==> config.mk <==
export PLATFORM = sky130hd
export DESIGN_NAME = mem_port_arbiter
export DESIGN_NICKNAME = d
export VERILOG_FILES = /design/src/rtl/mem_port_arbiter.sv
export SDC_FILE = /design/constraint.sdc
export NUM_CORES = 1
export LEC_CHECK = 0
export CAP_MARGIN = 20
export CORE_MARGIN = 8
export CORE_UTILIZATION = 30
export CTS_BUF_LIST = sky130_fd_sc_hd__clkbuf_4
export CTS_CLUSTER_DIAMETER = 200
export CTS_CLUSTER_SIZE = 20
export DETAILED_ROUTE_END_ITERATION = 16
export GPL_TIMING_DRIVEN = 1
export PLACE_DENSITY = 0.59
export SLEW_MARGIN = 20
export SYNTH_ARGS = -nofsm -noshare
export SYNTH_HDL_FRONTEND = slang
export SYNTH_SLANG_ARGS = --single-unit
==> constraint.sdc <==
create_clock -name clk_i -period 9.2 [get_ports clk_i]
set_input_delay 2.76 -clock clk_i [delete_from_list [all_inputs] [get_ports clk_i]]
set_output_delay 2.76 -clock clk_i [all_outputs]
set_load 0.01 [all_outputs]
==> src/rtl/mem_port_arbiter.sv <==
// Arbitrates one single-ported memory between instruction fetch (I) and load/store (D).
// D has priority; a streak counter forces an I grant after MAX_D_STREAK back-to-back D wins.
module mem_port_arbiter #(
    parameter int unsigned MAX_D_STREAK = 4
) (
    input  logic        clk_i,
    input  logic        rst_i,
    input  logic        i_req_i,
    input  logic [31:0] i_addr_i,
    output logic        i_ack_o,
    output logic [31:0] i_data_o,
    input  logic        d_req_i,
    input  logic        d_we_i,
    input  logic [31:0] d_addr_i,
    input  logic [31:0] d_wdata_i,
    output logic        d_ack_o,
    output logic [31:0] d_rdata_o,
    output logic        mem_req_o,
    output logic        mem_we_o,
    output logic [31:0] mem_addr_o,
    output logic [31:0] mem_wdata_o,
    input  logic        mem_ack_i,
    input  logic [31:0] mem_rdata_i,
    output logic        stall_o
);
    localparam int unsigned DW = 32;
    localparam int unsigned SW = 4;

    typedef enum logic [1:0] {
        ST_IDLE = 2'd0,
        ST_BUSY = 2'd1,
        ST_RESP = 2'd2
    } state_t;

    state_t        state_q, state_d;
    logic          owner_q, owner_d;
    logic [SW-1:0] streak_q, streak_d;
    logic          mem_req_q, mem_req_d;
    logic          mem_we_q, mem_we_d;
    logic [DW-1:0] mem_addr_q, mem_addr_d;
    logic [DW-1:0] mem_wdata_q, mem_wdata_d;
    logic          i_ack_q, i_ack_d;
    logic          d_ack_q, d_ack_d;
    logic [DW-1:0] i_data_q, i_data_d;
    logic [DW-1:0] d_rdata_q, d_rdata_d;
    logic          grant_d_c;

    // D wins any contest unless I has already waited out a full streak
    always_comb begin
        grant_d_c = d_req_i & ~(i_req_i & (streak_q == SW'(MAX_D_STREAK)));
    end

    always_comb begin
        state_d     = state_q;
        owner_d     = owner_q;
        streak_d    = streak_q;
        mem_req_d   = mem_req_q;
        mem_we_d    = mem_we_q;
        mem_addr_d  = mem_addr_q;
        mem_wdata_d = mem_wdata_q;
        i_ack_d     = 1'b0;
        d_ack_d     = 1'b0;
        i_data_d    = i_data_q;
        d_rdata_d   = d_rdata_q;

        case (state_q)
            ST_IDLE: begin
                if (i_req_i | d_req_i) begin
                    state_d   = ST_BUSY;
                    mem_req_d = 1'b1;
                    owner_d   = grant_d_c;
                    if (grant_d_c) begin
                        mem_we_d    = d_we_i;
                        mem_addr_d  = d_addr_i;
                        mem_wdata_d = d_wdata_i;
                        if (i_req_i) begin
                            streak_d = streak_q + SW'(1);
                        end
                    end else begin
                        mem_we_d    = 1'b0;
                        mem_addr_d  = i_addr_i;
                        mem_wdata_d = '0;
                        streak_d    = '0;
                    end
                end
            end
            ST_BUSY: begin
                if (mem_ack_i) begin
                    state_d   = ST_RESP;
                    mem_req_d = 1'b0;
                    mem_we_d  = 1'b0;
                    if (owner_q) begin
                        d_ack_d = 1'b1;
                        if (!mem_we_q) begin
                            d_rdata_d = mem_rdata_i;
                        end
                    end else begin
                        i_ack_d  = 1'b1;
                        i_data_d = mem_rdata_i;
                    end
                end
            end
            ST_RESP: begin
                state_d = ST_IDLE;
            end
            default: begin
                state_d = ST_IDLE;
            end
        endcase
    end

    always_ff @(posedge clk_i or posedge rst_i) begin
        if (rst_i) begin
            state_q     <= ST_IDLE;
            owner_q     <= 1'b0;
            streak_q    <= '0;
            mem_req_q   <= 1'b0;
            mem_we_q    <= 1'b0;
            mem_addr_q  <= '0;
            mem_wdata_q <= '0;
            i_ack_q     <= 1'b0;
            d_ack_q     <= 1'b0;
            i_data_q    <= '0;
            d_rdata_q   <= '0;
        end else begin
            state_q     <= state_d;
            owner_q     <= owner_d;
            streak_q    <= streak_d;
            mem_req_q   <= mem_req_d;
            mem_we_q    <= mem_we_d;
            mem_addr_q  <= mem_addr_d;
            mem_wdata_q <= mem_wdata_d;
            i_ack_q     <= i_ack_d;
            d_ack_q     <= d_ack_d;
            i_data_q    <= i_data_d;
            d_rdata_q   <= d_rdata_d;
        end
    end

    // Stall is the only combinational output: it must track requests in the same cycle
    always_comb begin
        stall_o = ~rst_i & ((i_req_i & ~i_ack_q) | (d_req_i & ~d_ack_q));
    end

    assign mem_req_o   = mem_req_q;
    assign mem_we_o    = mem_we_q;
    assign mem_addr_o  = mem_addr_q;
    assign mem_wdata_o = mem_wdata_q;
    assign i_ack_o     = i_ack_q;
    assign d_ack_o     = d_ack_q;
    assign i_data_o    = i_data_q;
    assign d_rdata_o   = d_rdata_q;

endmodule

==> results of run 1 <==
[critical path: cells and delay by family]
family	cells	cell delay, ns
AO/OA/AOI/OAI	1	0.12
buffers and inverters	4	1.58
AND/OR/NAND/NOR	1	0.14
[power breakdown]
part | internal [mW] | switching, mW | total (mW)
Sequential | 0.911 | 0.179 | 1.09
Combinational | 0.823 | 0.661 | 1.48
Clock | 0.195 | 0.246 | 0.441
Total | 1.93 | 1.09 | 3.02
[layout make-up]
| class | count | area [um^2] | share of cell area, % |
|---|---|---|---|
| Sequential cell | 139 | 3480 | 38.0 |
| Timing Repair Buffer | 275 | 2750 | 30.0 |
| Multi-Input combinational cell | 300 | 2240 | 24.5 |
| Tap cell | 265 | 332 | 3.62 |
| Clock inverter | 15 | 186 | 2.04 |
| Clock buffer | 17 | 128 | 1.39 |
| Inverter | 7 | 31.3 | 0.342 |
| Antenna cell | 3 | 7.51 | 0.0820 |
[per-stage QoR]
step	instance area, um^2	power [mW]	hold slack (ns)	cells
after floorplan	5940	1.76	0.493	494
final	9160	3.02	0.504	1021
after CTS	9120	3.06	0.507	1017
after global routing	9150	3.23	0.529	1020
after global placement	8790	2.56	0.473	985
after detailed placement	8800	2.60	0.474	985
[sequential cells by signal, indices dropped and copies added (netlist names)]
register and flops:
d_rdata_o 32, i_data_o 32, mem_addr_o 32, mem_wdata_o 32, streak_q 4, state_q 2
d_ack_o 1, i_ack_o 1, mem_req_o 1, mem_we_o 1, owner_q 1
[kinds of logic (layout without fill, tap and decap cells)]
group | after synthesis | count (layout) | synth area share [%]
other | 0 | 3 | 0
muxes | 65 | 65 | 12.3
buffers and inverters | 55 | 314 | 4.19
adders and majority gates | 2 | 2 | 0.421
DFF | 139 | 139 | 58.6
AOI/OAI and AO/OA | 105 | 105 | 12.4
and+or+nand+nor | 128 | 128 | 12.1
[how the worst min path moves through the flow]
stage	end	slack, ns
floorplan	streak_q[1]	0.49
global placement	mem_wdata_o[15]	0.47
detailed placement	d_rdata_o[5]	0.47
CTS	mem_wdata_o[29]	0.51
global route	mem_wdata_o[7]	0.53
finish	mem_wdata_o[7]	0.50
[layer usage]
| layer | share of wire (%) | vias up | wire, um | track usage [%] |
|---|---|---|---|---|
| met2 | 47 | 231 | 9480 | 26.0 |
| li1 | - | 2341 | - | - |
| met1 | 39 | 2568 | 7720 | 18.2 |
| met5 | 0 | - | 0 | 0 |
| met4 | 1.9 | 0 | 374 | 6.00 |
| met3 | 12 | 20 | 2460 | 8.99 |
[cell usage after synthesis (all sizes together)]
cell	n	area [um^2]
nand4	33	206
nand3	67	335
and3b	1	8.76
nor4b	1	8.76
nand4b	1	8.76
nor3	1	10.0
nand3b	1	20.0
or2	2	12.5
inv	7	26.3
or3b	1	8.76
nand2	8	30.0
dfrtp	139	3480
nor2	6	27.5
mux2i	1	10.0
mux2	64	721
clkbuf	24	91.3
nand2b	3	18.8
o211ai	32	240
buf	24	131
o2bb2ai	32	280
ha	2	25.0
and4b	1	10.0
and2	1	6.26
or3	1	6.26
a22o	1	8.76
o21ai	38	194
o22ai	2	12.5
==> results.json, run 1 <==
{
  "remaining_drc_errors": 0,
  "hold_violations": 0,
  "syn_area_um2": 5940,
  "hp-class": "reg2reg",
  "cpPeakStageDelay_ns": 0.59,
  "grt_max_degree": 100,
  "cp_slowest_cell": "clkdlybuf4s50_1",
  "io_pins": 267,
  "die_height_um": 157,
  "layout_commonest_cell": "clkdlybuf4s50_1",
  "total_leakage_power_nw": 3.61,
  "hpwl_um": 14100,
  "fp-row-count": 51,
  "avgSynthCellArea_um2": 12.0,
  "drt_wl_total_um": 20000,
  "yosysWarnings": 0,
  "outcome": "finished clean",
  "r2r_start": "streak_q[0]",
  "num_vias": 5160,
  "worstSetupEndpoint": "stall_o",
  "antenna_found_initial": 2,
  "dieArea_um2": 24500,
  "rr_worst_depth": 6,
  "fin_ws_ns": 1.79,
  "ys_types": 35,
  "drive_gt1_share_pct": 15.0,
  "max_cap_viol_count": 0,
  "crit_path_end_kind": "primary output",
  "finalSetupViolCount": 0,
  "critical_path_arrival_ns": 4.65,
  "firstDrtPassIters": 5,
  "insertion_delay_ns": 0.52,
  "startpoint": "d_req_i",
  "cts_buffer_depth": 2,
  "whs_path_depth": 1,
  "fin_crit_ns": 7.41,
  "nNetsFinal": 876,
  "slew_viol_final": 0,
  "p_per_area_nw_per_um2": 329,
  "hold_start": "mem_wdata_o[7]",
  "coreArea_um2": 19500,
  "place_ws_ns": 1.79,
  "clock-sinks": 139,
  "start_util_pct": 30.5,
  "fillers": 1782,
  "gp_congestion": 0.784,
  "synthCells": 494,
  "rsz0062_at_grt": "no",
  "criticalPathCategory": "in2out",
  "grt_pass1_wl_um": 31600,
  "grt-ovfl-total": 0,
  "viasPerCell": 5.05,
  "ir_worst_vdd_v": 0.000143,
  "crit_top_cell": "clkdlybuf4s50_1",
  "r2r-end": "mem_wdata_o[31]",
  "worst_ep_required_time_ns": 6.44,
  "cts_resized": 0,
  "finClkSkew_ns": 0.0172,
  "routedWlPerCell_um": 19.6,
  "die_x_um": 157,
  "reg2reg_setup_slack_ns": 7.12,
  "fin_tns_setup_ns": 0,
  "ctsHoldBuffers": 0,
  "cts_tree": "done",
  "syn-num-nets": 630,
  "grt_pass1_vias": 5653,
  "final_antenna_net_count": 0,
  "numPortBuffers": 266,
  "final_cell_mix": "clkdlybuf4s50_1 (266), dfrtp_1 (139), nand3_1 (67), mux2_2 (62), o21ai_0 (37)",
  "max-slew-margin-rel_pct": 31.8,
  "start_kind": "input pin",
  "final_core_utilization_pct": 47.0,
  "synthToLayoutAreaGrowth_pct": 54.2,
  "fmax_ghz": 0.135,
  "finalCritPeriodShare_pct": 80.5,
  "ys_seq_area_share_pct": 58.6,
  "track_usage_pct": 16.4,
  "cp_max_fo": 39,
  "htree_levels": 4,
  "cp_cell_sequence": "clkdlybuf4s50_1 -> buf_4 -> inv_1 -> o22ai_1 -> and2_1 -> clkdlybuf4s50_1",
  "numCtsBuffers": 17,
  "ys_seq_elements": 139,
  "cts_setup_buffers": 0,
  "clk_pin_slew_ns": 0.13,
  "drt-initial-drc-count": 237,
  "worst_slew_pin_slew_ns": 1.02,
  "cts_root_buf": "clkbuf_4"
}
No activity file was read; power rests on OpenSTA's default activity.
==> inputs of run 2 (changes only) <==
Settings changed: PLACE_DENSITY 0.59 to 0.61.
Clock period 9.2 ns to 6.22 ns, I/O delays scaled along.
==> results.json, run 2 (synthesis gave the netlist of run 1 again) <==
{
  "cts_root_buf": "clkbuf_4",
  "fp-row-count": 51,
  "total_power_mw": 4.42,
  "total_leakage_power_nw": 3.58,
  "start_util_pct": 30.5,
  "outcome": "finished clean",
  "clock-sinks": 139,
  "num_vias": 5110,
  "cts_resized": 0,
  "hp-class": "reg2reg",
  "max_cap_viol_count": 0,
  "clk_pin_slew_ns": 0.11,
  "stdcell_count": 1019,
  "cts_buffer_depth": 2,
  "grt_pass1_wl_um": 31000,
  "multiInputGateArea_um2": 2240,
  "cp_top_family": "buffers and inverters",
  "start_kind": "input pin",
  "drt-initial-drc-count": 139,
  "ctsHoldBuffers": 0,
  "p_per_area_nw_per_um2": 483,
  "drt_wl_total_um": 19800,
  "cp_max_fo": 9,
  "cts_setup_buffers": 0,
  "slew_viol_final": 0,
  "drive_gt1_share_pct": 15.0,
  "seqCellArea_um2": 3480,
  "grt_pass1_vias": 5558,
  "placed_area_um2": 8830,
  "die_height_um": 157,
  "numCtsBuffers": 17,
  "grt_max_degree": 100,
  "finalCritPeriodShare_pct": 87.2,
  "hpwl_um": 14100,
  "critical_path_arrival_ns": 3.56,
  "crit_path_end_kind": "primary output",
  "routedWlPerCell_um": 19.4,
  "finalSetupViolCount": 0,
  "path_buf_inv": 3,
  "dieArea_um2": 24500,
  "criticalPathCategory": "in2out",
  "fmax_ghz": 0.184,
  "fin_crit_ns": 5.43,
  "synthToLayoutAreaGrowth_pct": 53.9,
  "hold_violations": 0,
  "worst_slew_pin_slew_ns": 0.985,
  "grt-ovfl-total": 0,
  "die_x_um": 157,
  "finClkSkew_ns": 0.0225,
  "nNetsFinal": 877,
  "final_cell_mix": "clkdlybuf4s50_1 (266), dfrtp_1 (139), nand3_1 (67), mux2_2 (62), o21ai_0 (37)",
  "coreArea_um2": 19500,
  "gp_congestion": 0.754,
  "cpPeakStageDelay_ns": 0.64,
  "antenna_found_initial": 1,
  "cp_slowest_cell": "clkdlybuf4s50_1",
  "crit_top_cell": "clkdlybuf4s50_1",
  "rsz0062_at_grt": "no",
  "final_antenna_net_count": 0,
  "layout_commonest_cell": "clkdlybuf4s50_1",
  "track_usage_pct": 16.1,
  "numPortBuffers": 266,
  "viasPerCell": 5.01,
  "htree_levels": 4,
  "firstDrtPassIters": 6,
  "cp_cell_sequence": "clkdlybuf4s50_1 -> inv_1 -> o22ai_1 -> and2_1 -> clkdlybuf4s50_1",
  "worst_ep_required_time_ns": 4.35,
  "reg2reg_setup_slack_ns": 4.18,
  "dp_cells": 987,
  "fin_tns_setup_ns": 0,
  "cts_tree": "done",
  "fin_area_um2": 9140,
  "io_pins": 267,
  "remaining_drc_errors": 0,
  "ir_worst_vdd_v": 0.000237,
  "insertion_delay_ns": 0.51,
  "max-slew-margin-rel_pct": 34.2,
  "fillers": 1777
}
-- run 2: changes by cell type in the layout (fill, tap and decap cells not counted), sizes merged --
cell and change:
inv -6, clkinvlp +4, diode -2, buf +1, clkbuf +1
-- run 2: final cells by class --
type | count | area share [%]
Sequential cell | 139 | 38.1
Inverter | 7 | 0.329
Tap cell | 265 | 3.63
Timing Repair Buffer | 276 | 30.1
Antenna cell | 1 | 0.0274
Clock buffer | 18 | 1.48
Multi-Input combinational cell | 300 | 24.5
Clock inverter | 13 | 1.85
-- run 2: through the flow --
stage	hold WS, ns	utilization, %	setup WS [ns]
final	0.500	46.9	0.794
after global placement	0.470	45.2	0.763
after floorplan	0.493	-	0.0195
after global routing	0.521	46.9	0.728
after CTS	0.504	46.9	0.758
after detailed placement	0.463	45.4	0.765
-- run 2: path summary, 6_finish.rpt --
kind | start | end | cells after the start
worst max-delay path | i_req_i | stall_o | 5
worst min-delay path | mem_wdata_o[31] | mem_wdata_o[31] | 1
worst max register to register | state_q[1] | i_data_o[29] | 3
worst min register to register | mem_wdata_o[31] | mem_wdata_o[31] | 1
max in group asynchronous | rst_i | i_data_o[5] | 4
min in group asynchronous | rst_i | mem_addr_o[25] | 3
-- run 2: report_power, final --
part           internal [mW]  switching (mW)  leakage, nW  total [mW]
sequential              1.35           0.259         1.71        1.61
combinational           1.22           0.969         1.73        2.19
clock                  0.284           0.341        0.151       0.625
-- run 2: metal layers --
metal / routed length (um) / global-route usage (%)
met5: 0 / 0
met4: 483 / 7.00
met3: 2330 / 8.11
met2: 9270 / 25.6
met1: 7690 / 17.9
==> inputs of run 3 (changes only) <==
Settings changed: CAP_MARGIN 20 to 15, SKIP_CTS_REPAIR_TIMING set to 1.
==> results.json, run 3 (synthesis gave the netlist of run 1 again) <==
{
  "rsz0062_at_grt": "no",
  "max_cap_viol_count": 0,
  "layout_commonest_cell": "clkdlybuf4s50_1",
  "die_x_um": 157,
  "num_vias": 5063,
  "start_kind": "input pin",
  "hold_violations": 0,
  "crit_path_end_kind": "primary output",
  "slew_viol_final": 0,
  "fmax_ghz": 0.181,
  "routedWlPerCell_um": 19.3,
  "htree_levels": 4,
  "drive_gt1_share_pct": 14.8,
  "fp-row-count": 51,
  "gp_congestion": 0.754,
  "die_height_um": 157,
  "grt-ovfl-total": 0,
  "crit_top_cell": "clkdlybuf4s50_1",
  "timing.hold.ws_ns": 0.500,
  "hpwl_um": 13900,
  "critical_path_arrival_ns": 3.65,
  "total_leakage_power_nw": 3.56,
  "track_usage_pct": 16.1,
  "met2WireLength_um": 9210,
  "reg2reg_setup_slack_ns": 4.18,
  "cp_top_family": "buffers and inverters",
  "rr_worst_depth": 3,
  "outcome": "finished clean",
  "cp_max_fo": 9,
  "cts_tree": "done",
  "io_pins": 267,
  "r2r_start": "state_q[1]",
  "dr.max_layer_used": "met4",
  "p_per_area_nw_per_um2": 477,
  "criticalPathCategory": "in2out",
  "worst_slew_pin_slew_ns": 0.998,
  "coreArea_um2": 19500,
  "worst_ep_required_time_ns": 4.35,
  "dieArea_um2": 24500,
  "wl_met3_um": 2350,
  "final_antenna_net_count": 0,
  "numPortBuffers": 266,
  "finalSetupViolCount": 0,
  "cpPeakStageDelay_ns": 0.68,
  "numCtsBuffers": 17,
  "fin_crit_ns": 5.51,
  "remaining_drc_errors": 0,
  "synthToLayoutAreaGrowth_pct": 52.8,
  "path_buf_inv": 3,
  "hp-class": "reg2reg",
  "cp_slowest_cell": "clkdlybuf4s50_1",
  "final_cell_mix": "clkdlybuf4s50_1 (266), dfrtp_1 (139), nand3_1 (67), mux2_2 (62), o21ai_0 (37)",
  "drt-initial-drc-count": 212,
  "firstDrtPassIters": 4,
  "cp_cell_sequence": "clkdlybuf4s50_1 -> inv_1 -> o22ai_1 -> and2_1 -> clkdlybuf4s50_1",
  "m1WireLength_um": 7580,
  "max-slew-margin-rel_pct": 33.5,
  "clk_pin_slew_ns": 0.12,
  "nNetsFinal": 875,
  "antenna_found_initial": 1,
  "grt_max_degree": 100,
  "insertion_delay_ns": 0.52,
  "r2r-end": "i_data_o[19]",
  "worst-path-stages": 5,
  "ir_worst_vdd_v": 0.000243,
  "worstSetupEndpoint": "stall_o",
  "startpoint": "i_req_i",
  "fin_tns_setup_ns": 0,
  "grt_pass1_vias": 5602,
  "finClkSkew_ns": 0.0207,
  "drt_wl_total_um": 19700,
  "grt_pass1_wl_um": 30900,
  "cts_root_buf": "clkbuf_4",
  "finalCritPeriodShare_pct": 88.6,
  "viasPerCell": 4.97,
  "cts_buffer_depth": 2,
  "clock-sinks": 139,
  "start_util_pct": 30.5
}
==> run 3: cell count changes in the layout (fill, tap and decap cells not counted), moves of 2 or more <==
cell / change
buf_8: -2
clkinvlp_4: -2
clkinv_1: +2
clkinv_2: +2
bufinv_16: -2
==> run 3: worst min-delay path by stage <==
stage,startpoint,to,slack (ns),cells after the start
final,mem_wdata_o[20],mem_wdata_o[20],0.50,1
after detailed placement,mem_req_o,mem_req_o,0.46,2
after CTS,mem_req_o,mem_req_o,0.50,2
after global placement,d_rdata_o[5],d_rdata_o[5],0.47,1
after global routing,mem_wdata_o[9],mem_wdata_o[9],0.51,1
after floorplan,streak_q[1],streak_q[1],0.49,2
==> run 3: metrics by stage <==
step | utilization (%) | power [mW] | std cells | area [um^2] | setup WS [ns]
4_1_cts | 46.5 | 4.41 | 1017 | 9060 | 0.753
5_1_grt | 46.6 | 4.63 | 1018 | 9070 | 0.665
3_3_place_gp | 45.2 | 3.78 | 985 | 8790 | 0.763
2_1_floorplan | - | 2.60 | 494 | 5940 | 0.0195
6_report | 46.6 | 4.32 | 1018 | 9070 | 0.707
3_5_place_dp | 45.2 | 3.83 | 985 | 8800 | 0.758
==> run 3: cell type report <==
class                           instances  area, um^2
Timing Repair Buffer                  274        2720
Antenna cell                            1        2.50
Multi-Input combinational cell        300        2250
Clock buffer                           18         135
Clock inverter                         14         123
Inverter                                7        30.0
Fill cell                            1773       10400
Sequential cell                       139        3480
Tap cell                              265         332
==> run 3: power by group <==
group / switching [mW] / internal [mW]
Clock: 0.334 / 0.204
Sequential: 0.259 / 1.35
Combinational: 0.970 / 1.21
==> run 3: layer usage <==
layer	global-route usage, %	vias to the layer above
li1	-	2332
met5	0	-
met2	25.5	219
met1	17.9	2481
met4	6.77	0
met3	8.49	31
==> variant 1: new RTL, config.mk and constraints of run 1 <==
Take the reset off `d_rdata_q` and load it in a clocked block of its own.
--- a/src/rtl/mem_port_arbiter.sv
+++ b/src/rtl/mem_port_arbiter.sv
@@ -122,5 +122,4 @@
             d_ack_q     <= 1'b0;
             i_data_q    <= '0;
-            d_rdata_q   <= '0;
         end else begin
             state_q     <= state_d;
@@ -134,6 +133,9 @@
             d_ack_q     <= d_ack_d;
             i_data_q    <= i_data_d;
-            d_rdata_q   <= d_rdata_d;
         end
+    end
+
+    always_ff @(posedge clk_i) begin
+        d_rdata_q <= d_rdata_d;
     end
 
Function: differs if rst_i is asserted again (counterexample within 4 cycles, from zero or initial values and one cycle with rst_i high); with rst_i held inactive, the same outputs for 4 cycles.
==> variant 1 against run 1 <==
- worst hold slack worse by 0.0060 ns
- maximum frequency up 3.3%
- sequential cell count unchanged
- cell area down 3.3%
- die area down 2.5%
- synthesized cell count down 16%
- total power down 10%
- setup slack better by 0.23 ns
- area after synthesis down 2.8%
- wire length down 12%
- largest cell class unchanged
- largest power group unchanged
==> variant 1: results <==
set metrics [dict create \
    outcome "complete, no violations" \
    grt_pass1_vias 4985 \
    ys_types 33 \
    cts_root_buffer "clkbuf_4" \
    p_seq_frac 0.379 \
    ys.warnings.count 0 \
    cts_inserted_buffers 17 \
    ys_top_cells_by_area "dfrtp_1 46%, edfxtp_1 17%, o221ai_2 7.5%, mux2_1 6.2%, a22o_1 4.9%" \
    slew_viol_final 0 \
    cp_top_family "buffers and inverters" \
    switching_share 0.3425 \
    post_cts_buffers 0 \
    vias 4428 \
    ys.flop_type "dfrtp_1" \
    syn_nets 549 \
    leakagePower_nw 3.533 \
    insertion_delay_ns 0.52 \
    yosysSeqAreaShare 0.6305 \
    first_pass_iters 4 \
    place_ws_ns 1.991 \
    wirelength_microns 17570 \
    maxSlewHeadroom 0.3421 \
    async_flop_share 0.7698 \
    antenna_found_initial 2 \
    stdcell_count 914 \
    placed_cells 881 \
    path_max_fanout 8 \
    drtIter0Drc 224 \
    drive_gt1_frac 0.1105 \
    grt_max_degree 72 \
    cpMaxStageDelayCell "clkdlybuf4s50_1" \
    track_usage 0.1493 \
    port_buffers 266 \
    ir_drop_v 0.0001374 \
    crit_arrival_ns 4.41 \
    clockBufferDepth 2 \
    grt_first_pass_wirelength_microns 28230 \
    nets 802 \
    p_int_mw 1.782 \
    hold_viol 0 \
    synth_area_per_cell_sq_um 13.97 \
    hpwl_microns 12820 \
    holdCritPathClass "reg2reg" \
    synth-edff-count 32 \
    slowest_delay_ns 0.65 \
    synth_common_cells "107 x dfrtp_1, 36 x inv_1, 35 x nand4_1" \
    comb-power_mw 1.23 \
    finalWeightedCongestion 0.7453 \
    path_clk_slew_ns 0.12 \
    finalClockSkew_ns 0.02449 \
    place_area_sq_um 8526 \
]
-- variant 1: changes by cell type after synthesis, sizes merged, moves of 32 or more --
cell	before	now
edfxtp	0	32
o2bb2ai	32	0
nand3	67	34
mux2	64	32
o211ai	32	0
o21ai	38	5
dfrtp	139	107
o221ai	0	32
-- variant 1: path summary, 6_finish.rpt --
kind / endpoint / slack [ns] / start / cells past startpoint
hold reg to reg: i_data_o[7]$_DFFE_PP0P_ / 0.50 / i_data_o[7]$_DFFE_PP0P_ / 1
min in group asynchronous: mem_wdata_o[10]$_DFFE_PP0P_ / 2.71 / rst_i / 2
setup / recovery: stall_o / 2.03 / i_req_i / 4
max in group asynchronous: mem_we_o$_DFFE_PP0P_ / 5.31 / rst_i / 3
setup reg to reg: mem_addr_o[30]$_DFFE_PP0P_ / 6.76 / streak_q[0]$_DFFE_PP0P_ / 5
hold / removal: i_data_o[7]$_DFFE_PP0P_ / 0.50 / i_data_o[7]$_DFFE_PP0P_ / 1
-- variant 1: layer usage --
metal	up-vias	global-route usage	part of all wire
met3	18	0.06631	0.093
met1	2180	0.1705	0.40
met4	2	0.04526	0.014
met2	175	0.2477	0.49
met5	-	0	0.00074
li1	2053	-	-
-- variant 1: logic make-up after synthesis --
group / count (synthesis) / share of synthesized area
DFF: 139 / 0.6305
and+or+nand+nor: 93 / 0.09693
buffers and inverters: 73 / 0.06613
AOI/OAI and AO/OA: 72 / 0.1362
muxes: 34 / 0.06592
adders and majority gates: 2 / 0.004336
-- variant 1: area by class of cell --
class,instances,area [sq um]
Clock buffer,18,135.1
Inverter,37,141.4
Clock inverter,14,193.9
Tap cell,234,292.8
Fill cell,1695,9911
Antenna cell,1,2.502
Timing Repair Buffer,270,2693
Multi-Input combinational cell,201,1760
Sequential cell,139,3638
==> variant 2: new RTL, settings of run 1 <==
Made on the original files. Encoding of `state_t`: now one-hot (3 bits for 3 states).
--- a/src/rtl/mem_port_arbiter.sv
+++ b/src/rtl/mem_port_arbiter.sv
@@ -27,8 +27,8 @@
     localparam int unsigned SW = 4;
 
-    typedef enum logic [1:0] {
-        ST_IDLE = 2'd0,
-        ST_BUSY = 2'd1,
-        ST_RESP = 2'd2
+    typedef enum logic [2:0] {
+        ST_IDLE = 3'b001,
+        ST_BUSY = 3'b010,
+        ST_RESP = 3'b100
     } state_t;
 
Check against the original RTL: same outputs for any inputs over 4 cycles, from zero or initial values and one cycle with rst_i high; so few cycles prove little.
==> variant 2 against run 1 <==
- setup slack improved by 0.076 ns
- total power fell by 7.2%
- sequential share of layout area increased by 1.7 points
- first-iteration DRC count shrank 19%
- area after synthesis shrank 4.5%
- utilization is 0.28 points higher
- final cell count is 6.8% lower
- wire length fell by 11%
- synthesized cell count is 11% lower
- cell area fell by 3.6%
- maximum frequency up 1.0%
- sequential cell count grew 1
- combinational power down 11%
- critical endpoint unchanged
- largest cell class unchanged
- highest routed layer unchanged
==> variant 2: results <==
set metrics [dict create \
    synth_common_cells "139 x dfrtp_1, 66 x a21oi_1, 38 x nand2_1" \
    hpwl_microns 12900 \
    finalClockSkew_ns 0.01912 \
    outcome "complete, no violations" \
    finalWeightedCongestion 0.7200 \
    grt_first_pass_wirelength_microns 27660 \
    clkPwrFrac 0.147 \
    syn_nets 577 \
    switchingPower_mw 0.9588 \
    place_ws_ns 1.791 \
    track_usage 0.1484 \
    grt_pass1_vias 4781 \
    synth_area_per_cell_sq_um 12.86 \
    rr_startpoint "state_q[2]$_DFFE_PP0P_" \
    hp-start "i_data_o[26]$_DFFE_PP0P_" \
    synth_compound_area_frac 0.1190 \
    min_to "i_data_o[26]$_DFFE_PP0P_" \
    tightest_slew_ns 0.8156 \
    slowest_delay_ns 0.57 \
    first_pass_iters 4 \
    ys_top_cells_by_area "dfrtp_1 61%, mux2_4 7.9%, a21oi_1 5.8%, a22o_1 4.9%, mux2_2 4.8%" \
    synthAdderAreaFrac 0.004414 \
    yosysSeqAreaShare 0.6182 \
    grt_max_degree 81 \
    muxShareOfSynthArea 0.1470 \
    vias 4413 \
    post_cts_buffers 0 \
    ir_drop_v 0.0001335 \
    antenna_found_initial 1 \
    nets 840 \
    reg2reg_depth 3 \
    r2r_slack_ns 7.14 \
    drive_gt1_frac 0.1409 \
    wire_per_inst_microns 18.63 \
    ys_types 34 \
    placed_cells 919 \
]
variant 2: worst max-delay path, delay by kind of cell:
kind          cells  cell delay [ns]
buf+inv           3             1.56
simple gates      1             0.22
variant 2: cells by family (layout without fill, tap and decap cells):
kind of cell,count (synthesis),after routing
multiplexers,64,64
AND/OR/NAND/NOR,91,91
other,0,1
adder cells (fa/ha/maj),2,2
AO/OA/AOI/OAI,108,108
buffers and inverters,36,312
flip-flops,140,140
variant 2: per-layer routing:
layer	share of wire	track usage
met5	0	0
met4	0.018	0.05413
met3	0.059	0.04426
met2	0.51	0.2612
met1	0.41	0.1675
variant 2: worst max path at each step:
stage          slack, ns      end  start
2_1_floorplan       0.33  stall_o  rst_i
3_3_place_gp        1.81  stall_o  rst_i
3_5_place_dp        1.79  stall_o  rst_i
4_1_cts             1.79  stall_o  rst_i
5_1_grt             1.69  stall_o  rst_i
6_report            1.87  stall_o  rst_i
variant 2: stage by stage:
stage / cell area (sq um) / util / hold slack, ns / power (mW)
after floorplan: 5669 / - / 0.4595 / 1.656
after global placement: 8524 / 0.4572 / 0.4721 / 2.393
after detailed placement: 8528 / 0.4575 / 0.4782 / 2.416
after CTS: 8820 / 0.4731 / 0.5148 / 2.848
after global routing: 8822 / 0.4732 / 0.5273 / 2.966
final: 8822 / 0.4732 / 0.5066 / 2.797
variant 2: cell type report:
| class | count | area (sq um) |
|---|---|---|
| Antenna cell | 1 | 2.502 |
| Clock buffer | 18 | 135.1 |
| Clock inverter | 14 | 156.4 |
| Fill cell | 1730 | 9821 |
| Inverter | 9 | 38.79 |
| Multi-Input combinational cell | 265 | 1992 |
| Sequential cell | 140 | 3505 |
| Tap cell | 234 | 292.8 |
| Timing Repair Buffer | 271 | 2700 |
